--- config.mk ---
export PLATFORM = sky130hd
export DESIGN_NAME = fsub_pipe
export DESIGN_NICKNAME = d
export VERILOG_FILES = /design/src/rtl/fsub_pipe.sv
export SDC_FILE = /design/constraint.sdc
export NUM_CORES = 1
export LEC_CHECK = 0
export BUFFER_PORTS_ARGS = -buffer_cell sky130_fd_sc_hd__buf_2
export CORE_AREA = 2 2 221 158
export DETAILED_ROUTE_END_ITERATION = 6
export DIE_AREA = 0 0 223 160
export RECOVER_POWER = 100
export SYNTH_ARGS = -nofsm -noshare
export SYNTH_HDL_FRONTEND = slang
export SYNTH_SLANG_ARGS = --single-unit
--- constraint.sdc ---
create_clock -name clk -period 6.4 [get_ports clk]
set_input_delay 0.96 -clock clk [delete_from_list [all_inputs] [get_ports clk]]
set_output_delay 0.96 -clock clk [all_outputs]
set_load 0.05 [all_outputs]
--- src/rtl/fsub_pipe.sv ---
// Three-stage binary32 subtractor (y = x1 - x2), round toward zero, subnormals flushed.
// Valid/ready on both ports; each stage stalls in place when the consumer is not ready.
module fsub_pipe (
  input  logic        clk,
  input  logic        rstn,
  input  logic        in_valid,
  output logic        in_ready,
  input  logic [31:0] x1,
  input  logic [31:0] x2,
  output logic        out_valid,
  input  logic        out_ready,
  output logic [31:0] y
);

  logic        s1_valid, s2_valid, s3_valid;
  logic        s1_load, s2_load, s3_load;

  logic        s1_sign, s1_sub, s1_zsign;
  logic [7:0]  s1_exp;
  logic [26:0] s1_big, s1_small;

  logic        s2_sign, s2_zsign;
  logic [7:0]  s2_exp;
  logic [27:0] s2_sum;

  logic        a_sign, b_sign, a_zero, b_zero, swap, big_sign;
  logic [30:0] a_mag, b_mag;
  logic [23:0] a_man, b_man, big_man, small_man;
  logic [7:0]  big_exp, small_exp, shift_amt;
  logic [26:0] small_full, small_mask, small_aligned;

  logic [27:0] sum;
  logic [4:0]  lz;
  logic [9:0]  exp_adj;
  logic [22:0] frac;
  logic [31:0] result;

  // A stage loads when it is empty or its current content moves on this cycle.
  assign s3_load   = s2_valid & (~s3_valid | out_ready);
  assign s2_load   = s1_valid & (~s2_valid | s3_load);
  assign in_ready  = ~s1_valid | s2_load;
  assign s1_load   = in_valid & in_ready;
  assign out_valid = s3_valid;

  function automatic logic [4:0] lzc27(input logic [26:0] v);
    lzc27 = 5'd0;
    for (int i = 0; i < 27; i++) begin
      if (v[i]) lzc27 = 5'(26 - i);
    end
  endfunction

  always_ff @(posedge clk or negedge rstn) begin
    if (!rstn) begin
      s1_valid <= 1'b0;
      s2_valid <= 1'b0;
      s3_valid <= 1'b0;
    end else begin
      if (s1_load)      s1_valid <= 1'b1;
      else if (s2_load) s1_valid <= 1'b0;
      if (s2_load)      s2_valid <= 1'b1;
      else if (s3_load) s2_valid <= 1'b0;
      if (s3_load)                     s3_valid <= 1'b1;
      else if (s3_valid && out_ready)  s3_valid <= 1'b0;
    end
  end

  // S1: the subtrahend is negated so the rest of the datapath is a signed add.
  always_comb begin
    a_sign    = x1[31];
    b_sign    = ~x2[31];
    a_zero    = (x1[30:23] == 8'd0);
    b_zero    = (x2[30:23] == 8'd0);
    a_mag     = a_zero ? 31'd0 : x1[30:0];
    b_mag     = b_zero ? 31'd0 : x2[30:0];
    a_man     = a_zero ? 24'd0 : {1'b1, x1[22:0]};
    b_man     = b_zero ? 24'd0 : {1'b1, x2[22:0]};
    swap      = (b_mag > a_mag);
    big_sign  = swap ? b_sign : a_sign;
    big_exp   = swap ? b_mag[30:23] : a_mag[30:23];
    small_exp = swap ? a_mag[30:23] : b_mag[30:23];
    big_man   = swap ? b_man : a_man;
    small_man = swap ? a_man : b_man;
    shift_amt = big_exp - small_exp;
    small_full    = {small_man, 3'b000};
    small_mask    = 27'd0;
    small_aligned = {26'd0, |small_man};
    if (shift_amt < 8'd26) begin
      small_mask    = (27'd1 << shift_amt[4:0]) - 27'd1;
      small_aligned = (small_full >> shift_amt[4:0]) | {26'd0, |(small_full & small_mask)};
    end
  end

  always_comb begin
    sum = s1_sub ? ({1'b0, s1_big} - {1'b0, s1_small})
                 : ({1'b0, s1_big} + {1'b0, s1_small});
  end

  // S3: a carry out renormalises right by one, otherwise left by the leading-zero count.
  always_comb begin
    lz = lzc27(s2_sum[26:0]);
    if (s2_sum[27]) begin
      exp_adj = {2'b00, s2_exp} + 10'd1;
      frac    = 23'(s2_sum >> 4);
    end else begin
      exp_adj = {2'b00, s2_exp} - {5'd0, lz};
      frac    = 23'((s2_sum[26:0] << lz) >> 3);
    end
    if (s2_sum == 28'd0)
      result = {s2_zsign, 31'd0};
    else if (exp_adj[9] || exp_adj == 10'd0)
      result = {s2_sign, 31'd0};
    else if (exp_adj > 10'd254)
      result = {s2_sign, 31'h7F7FFFFF};
    else
      result = {s2_sign, exp_adj[7:0], frac};
  end

  always_ff @(posedge clk or negedge rstn) begin
    if (!rstn) begin
      s1_sign  <= 1'b0;
      s1_sub   <= 1'b0;
      s1_zsign <= 1'b0;
      s1_exp   <= 8'd0;
      s1_big   <= 27'd0;
      s1_small <= 27'd0;
      s2_sign  <= 1'b0;
      s2_zsign <= 1'b0;
      s2_exp   <= 8'd0;
      s2_sum   <= 28'd0;
      y        <= 32'd0;
    end else begin
      if (s1_load) begin
        s1_sign  <= big_sign;
        s1_sub   <= a_sign ^ b_sign;
        s1_zsign <= a_sign & b_sign;
        s1_exp   <= big_exp;
        s1_big   <= {big_man, 3'b000};
        s1_small <= small_aligned;
      end
      if (s2_load) begin
        s2_sign  <= s1_sign;
        s2_zsign <= s1_zsign;
        s2_exp   <= s1_exp;
        s2_sum   <= sum;
      end
      if (s3_load) y <= result;
    end
  end

endmodule

---- Word-level counts from Yosys, hierarchy flattened ----
Index checks and enable logic that the tools add are counted.
storage, ports and cells
  word-level logic and storage cells ...... 100
  bits of input ports ..................... 68
  output and inout bits ................... 34
  flip-flop bits (word level) ............. 135
operators by class
  muxes and demuxes ....................... 49
  magnitude comparators ................... 3
  reduce and logical (&&, ||, !) cells .... 11
  bitwise logic cells ..................... 14
  $add $sub $neg .......................... 6
  shifts and indexed selects .............. 3
operators with widths
  operator               count
  $mux 5                 27
  $mux 31                4
  $mux 24                4
  $mux 32                1
  $gt 31x31->1           1
  $add 27x27->28         1
  $logic_not 28->1       1
  $mux 28                1
  $sub 27x27->28         1
  $and 27x27->27         1
  $mux 27                1
  $or 27x1->27           1
  $reduce_or 27->1       1
  $shl 1x5->27 const A   1
  $shl 27x5->26          1
  $shr 27x5->27          1
  $sub 27x1->27 const B  1
  $reduce_or 24->1       1
  $mux 23                1
  $logic_not 8->1        2
  $mux 8                 2
  $gt 10x8->1 const B    1
  $logic_not 10->1       1
  $mux 10                1
  12 further kinds       28

---- Depth between registers and ports, before layout ----
  depth in word-level cells ............... 33
  mapped depth ............................ 29
  mapped depth without buffers ............ 22

---- Least setup slack after synthesis ----
Ideal clock, no wire load.
  kind .................................... input to register
  from .................................... in x2[28]
  to ...................................... reg s1_small[1]
  library setup time ...................... 65 ps
  slack ................................... -127 ps
  required time ........................... 6335 ps
  buffers on the path ..................... 9
  stages .................................. 26
  arrival time ............................ 6462 ps
  cells stage by stage .................... clkbuf_1 nor4_1 nand2_1 clkbuf_1 nand2_1 inv_1 ha_1 nand4_1 nor4_2 a211oi_2 a21o_1 buf_2 nor2_2 buf_2 buf_1 buf_1 mux2i_1 ha_1 clkbuf_1 inv_1 clkbuf_1 buf_1 mux2i_1 mux2i_1 a2111oi_2 a211o_1
on the way
  longest elaborated chain between the ends .. 8
  elaborated cells on any way between the ends .. 12
  classes of those cells .................. 1 x add/sub; 2 x order compare; 1 x shift; 6 x mux; 1 x bitwise; 1 x reduce/logical
ends and longest elaborated chain
  what                              line    source
  from (decl)                       9       input logic [31:0] x2,
  $logic_not 8->1                   72      b_zero = (x2[30:23] == 8'd0);
  $mux 31                           74      b_mag = b_zero ? 31'd0 : x2[30:0];
  $gt 31x31->1                      77      swap = (b_mag > a_mag);
  $mux 8, on equally long branches  79, 80
  $sub 8x8->8                       83      shift_amt = big_exp - small_exp;
  $shr 27x5->27                     89      small_aligned = (small_full >> shift_amt[4:0]) | {26'd0, |(small_full & small_mask)};
  $or 27x1->27                      89
  $mux 27 (*)                       87      if (shift_amt < 8'd26) begin
  to (signal assigned)              138     s1_small <= small_aligned;
  to (decl)                         20      logic [26:0] s1_big, s1_small;
Every way passes the cells marked *; elsewhere a longest branch is shown, timed or not.
A chain may end at the register's enable or synchronous reset.

---- Worst setup path after layout ----
  from .................................... in x1[28]
  to ...................................... reg s1_small[8]
on the way
  longest elaborated chain between the ends .. 8
  elaborated cells on any way between the ends .. 12
  classes of those cells .................. 1 x add/sub; 2 x order compare; 1 x shift; 6 x mux; 1 x bitwise; 1 x reduce/logical
ends and longest elaborated chain
  what                              line    source
  from (decl)                       8       input logic [31:0] x1,
  $logic_not 8->1                   71      a_zero = (x1[30:23] == 8'd0);
  $mux 31                           73      a_mag = a_zero ? 31'd0 : x1[30:0];
  $gt 31x31->1                      77
  $mux 8, on equally long branches  79, 80
  $sub 8x8->8                       83
  $shr 27x5->27                     89
  $or 27x1->27                      89
  $mux 27 (*)                       87
Marked as above.

==> metrics.log <==
INFO  metric rsz0062_at_grt = false
INFO  metric place_congestion = 0.940
INFO  metric numPortBuffers = 101
INFO  metric category_of_the_worst_setup_path_capture_point = flip-flop
INFO  metric die_boundary_width = 223 um
INFO  metric synth_largest_area_cell = dfrtp_1
INFO  metric routed_via_count = between 10000 and 15000
INFO  metric post_detailed_route_count_of_antenna_violating_nets = 0
INFO  metric holdBufCountCts = 0
INFO  metric classification_of_the_worst_slack_hold_path = reg -> reg
INFO  metric failed_checks = capacitance limit, slew limit
INFO  metric synth_top_family_by_area = compound AO/OA/AOI/OAI gates
INFO  metric fmax = about 170 MHz
INFO  metric finish.net_count = 1936
INFO  metric synth.yosys.seq_area_share = 25.5%
INFO  metric grt_pass1_wl = 69.4 mm
INFO  metric synthesized_netlist_cell_count = 1729
INFO  metric timing.final.setup_violations = 0
INFO  metric synth_fp_nets = 1887
INFO  metric critPathMaxFanout = 31
INFO  metric p_total = 5.92 mW
INFO  metric worst_ep_required = about 6.7 ns
INFO  metric fin_crit = 5.93 ns
INFO  metric detail_route.vias_per_cell = a little under 6
INFO  metric synthesis_warnings = 0
INFO  metric share_of_cells_above_drive_strength_1 = 11.0%
INFO  metric post-synth-top-count-cell = nand2_1
INFO  metric cts_root_buf = clkbuf_16
INFO  metric irDropWorstVdd = 0.251 mV
INFO  metric worst_setup_hold_path_clk_slew = about 0.070 ns
INFO  metric cp_data_arrival_time = 6.20 ns
INFO  metric route.final.wire_length = 43.2 mm
INFO  metric synth.top_cell.area_share = 25.5%
INFO  metric post_synth.cell_area_avg = 7.66 um2
INFO  metric half_perimeter_wire_length_of_the_detailed_placement_result = 33.6 mm
INFO  metric static-leakage-power = approximately 6.7 nW
INFO  metric multi_input_comb_area = 8970 um2
INFO  metric antennaDiodeCount = 0
INFO  metric clockBufferDepth = 2
INFO  metric ys_top_cells_by_count = nand2_1 (218), o21ai_0 (170), a21oi_1 (160)
INFO  metric clk-insertion-delay-late = approximately 0.45 ns
INFO  metric syn_to_final_growth = 10.6%
INFO  metric initial_utilization = 39.1%
INFO  metric cellPowerDensity = slightly above 400 nW/um2
INFO  metric post_cts.repair.setup_buffers = 0
INFO  metric antenna_violations_before_repair = 0
INFO  metric setup.worst_path.class = in -> reg
INFO  metric synthFlopType = dfrtp_1
INFO  metric core_area = 33900 um2
INFO  metric post_synthesis_xor_xnor_area_fraction = 2.18%
INFO  metric synthesis.area = 13200 um2
INFO  metric post-route-cell-area = about 15000 um2
INFO  metric setup_ws = 0.470 ns
INFO  metric dr.pass1.iters = 5
INFO  metric area.sequential = approximately 3400 um2
INFO  metric share_of_the_clock_period_used_by_the_worst_path = 92.7%
INFO  metric first_global_vias = 12300
INFO  metric finalHoldViolations = 0
INFO  metric synth.area.top_cells = dfrtp_1 (25%), ha_1 (8.3%), mux2i_1 (7.7%)
INFO  metric synth-simple-area-share = 20.0%
INFO  metric synth-edff-count = 0
INFO  metric finClkSkew = approximately 0.014 ns
INFO  metric post_cts.resized_instances = 0
INFO  metric setup_slack_placement = 0.304 ns
INFO  metric htree_levels = 4
INFO  metric pin_count_of_the_biggest_net_entering_global_routing = 86
INFO  metric max_slew_margin = -201%
INFO  metric synth_adder_area_share = under 10%
INFO  metric result_of_the_run = finished, violations left
INFO  metric async_flop_share = 100%
INFO  metric worst-slew-pin-transition = 4.52 ns
INFO  metric setup_tns = 0 ns
INFO  metric avgRoutedWirePerCell = 19.4 um
INFO  metric clock_sinks = 135
INFO  metric total_drc_errors_in_the_routed_layout = 0
INFO  metric share_of_cell_area_taken_by_muxes_after_synthesis = 11.3%
INFO  metric finish.utilization = between 40% and 50%
INFO  metric global_route.usage.total = 24.4%
INFO  metric globalRoute.totalOverflow = 0
INFO  metric postSynthRegisterBits = around 140
INFO  metric synth_compound_area_share = between 20% and 30%
INFO  metric die-area = 35700 um2
INFO  metric synth.distinct_cells = between 80 and 90
INFO  metric report.final.slew_viol_count = around 150
INFO  metric worstSetupStartpointType = input pin
INFO  metric placement_rows = 57
INFO  metric cts-buffers-inserted = 17
INFO  metric drt_iter0_drc = 1477
INFO  metric n_fill_cell = 3468
INFO  metric boundaryPins = around 100
INFO  metric cts_tree = built
INFO  metric post_dp_cell_area = around 14000 um2
INFO  metric maxCapViolCount = 2
INFO  metric die_height = roughly 160 um
final timing paths:
kind / from / to / slack (ns) / cells past startpoint
max: x1[28] / s1_small[8] / 0.47 / 21
min: y[26] / y[26] / 0.47 / 2
max reg2reg: s2_sum[0] / y[15] / 0.69 / 21
min reg2reg: y[26] / y[26] / 0.47 / 2
max in group asynchronous: rstn / s1_big[11] / 1.23 / 2
min in group asynchronous: rstn / s2_valid / 2.12 / 1
cell families (layout without fill, tap and decap cells):
kind of cell / after synthesis / count (layout)
xor gates and xnor gates: 33 / 33
muxes: 139 / 139
DFF: 135 / 135
AOI/OAI and AO/OA: 540 / 540
buffers and inverters: 218 / 280
adders and majority gates: 90 / 90
and+or+nand+nor: 574 / 574
cell usage in the layout (no fill, tap or decap), drive strengths merged, types with 5 or more instances in the layout:
master / synthesis / final
a2111oi: 7 / 7
a211oi: 12 / 12
a21o: 22 / 22
a21oi: 161 / 161
a221o: 13 / 13
a221oi: 9 / 9
a22o: 15 / 15
a22oi: 8 / 8
a31oi: 12 / 12
and2: 13 / 13
and3: 9 / 9
buf: 34 / 100
clkbuf: 82 / 63
clkinv: 1 / 5
dfrtp: 135 / 135
ha: 88 / 88
inv: 101 / 110
mux2: 32 / 32
mux2i: 102 / 102
mux4: 5 / 5
nand2: 220 / 220
nand2b: 24 / 24
nand3: 30 / 30
nand4: 13 / 13
nor2: 141 / 141
nor2b: 18 / 18
nor3: 51 / 51
nor4: 21 / 21
o211ai: 7 / 7
o21a: 7 / 7
o21ai: 170 / 170
o21bai: 8 / 8
o221ai: 7 / 7
o22ai: 14 / 14
o31ai: 22 / 22
o32ai: 7 / 7
or2: 7 / 7
or3: 9 / 9
xnor2: 27 / 27
xor2: 6 / 6
report_power, final:
| group | leakage (nW) | total [mW] | switching [mW] | internal (mW) |
|---|---|---|---|---|
| clock | 0.280 | 0.983 | 0.463 | 0.520 |
| sequential | 1.71 | 1.44 | 0.342 | 1.09 |
| combinational | 4.69 | 3.50 | 2.23 | 1.27 |
per-stage QoR:
| stage | std cells | hold slack (ns) |
|---|---|---|
| 2_1_floorplan | 1729 | 0.442 |
| 3_3_place_gp | 2201 | 0.445 |
| 3_5_place_dp | 2201 | 0.457 |
| 4_1_cts | 2233 | 0.473 |
| 5_1_grt | 2233 | 0.503 |
| 6_report | 2233 | 0.474 |
registers in the layout, indices dropped and copies added (netlist names):
name / flops
s1_sign: 1
s1_exp: 8
s2_sign: 1
s1_zsign: 1
s2_valid: 1
s1_small: 27
s2_sum: 28
s2_exp: 8
s2_zsign: 1
s1_sub: 1
s1_valid: 1
out_valid: 1
s1_big: 24
y: 32
layout make-up:
cell class	instances	area share, %
clock inverter	15	1.07
sequential	135	23.1
tap	442	3.77
multi-input combinational	1376	61.2
clock buffer	17	2.90
timing repair buffer	146	5.39
inverter	102	2.61
per-layer routing:
metal / up-vias / GRT usage, % / routed length [um] / part of all wire, %
met5: - / 0 / 0 / 0
met3: 24 / 5.04 / 3640 / 8.4
met1: 6324 / 38.2 / 21700 / 50
met4: 0 / 4.48 / 352 / 0.81
met2: 492 / 34.1 / 17600 / 41
li1: 6340 / - / - / -
worst max-delay path: stages:
cell,delay (ns)
buf_2,0.14
nor4_1,0.27
nand2_1,0.43
nand2_1,0.29
ha_1,0.27
a211oi_1,0.21
nor2_1,0.07
o31ai_1,0.72
and4_1,0.34
nor2_1,0.09
mux2i_1,0.12
ha_1,0.21
a41o_1,0.24
o21a_1,0.24
or2_0,0.29
buf_12,0.19
mux2i_1,0.16
mux2i_1,0.27
o21ai_0,0.14
a22oi_1,0.34
o22ai_1,0.17
(Power assumes the default switching activity.)
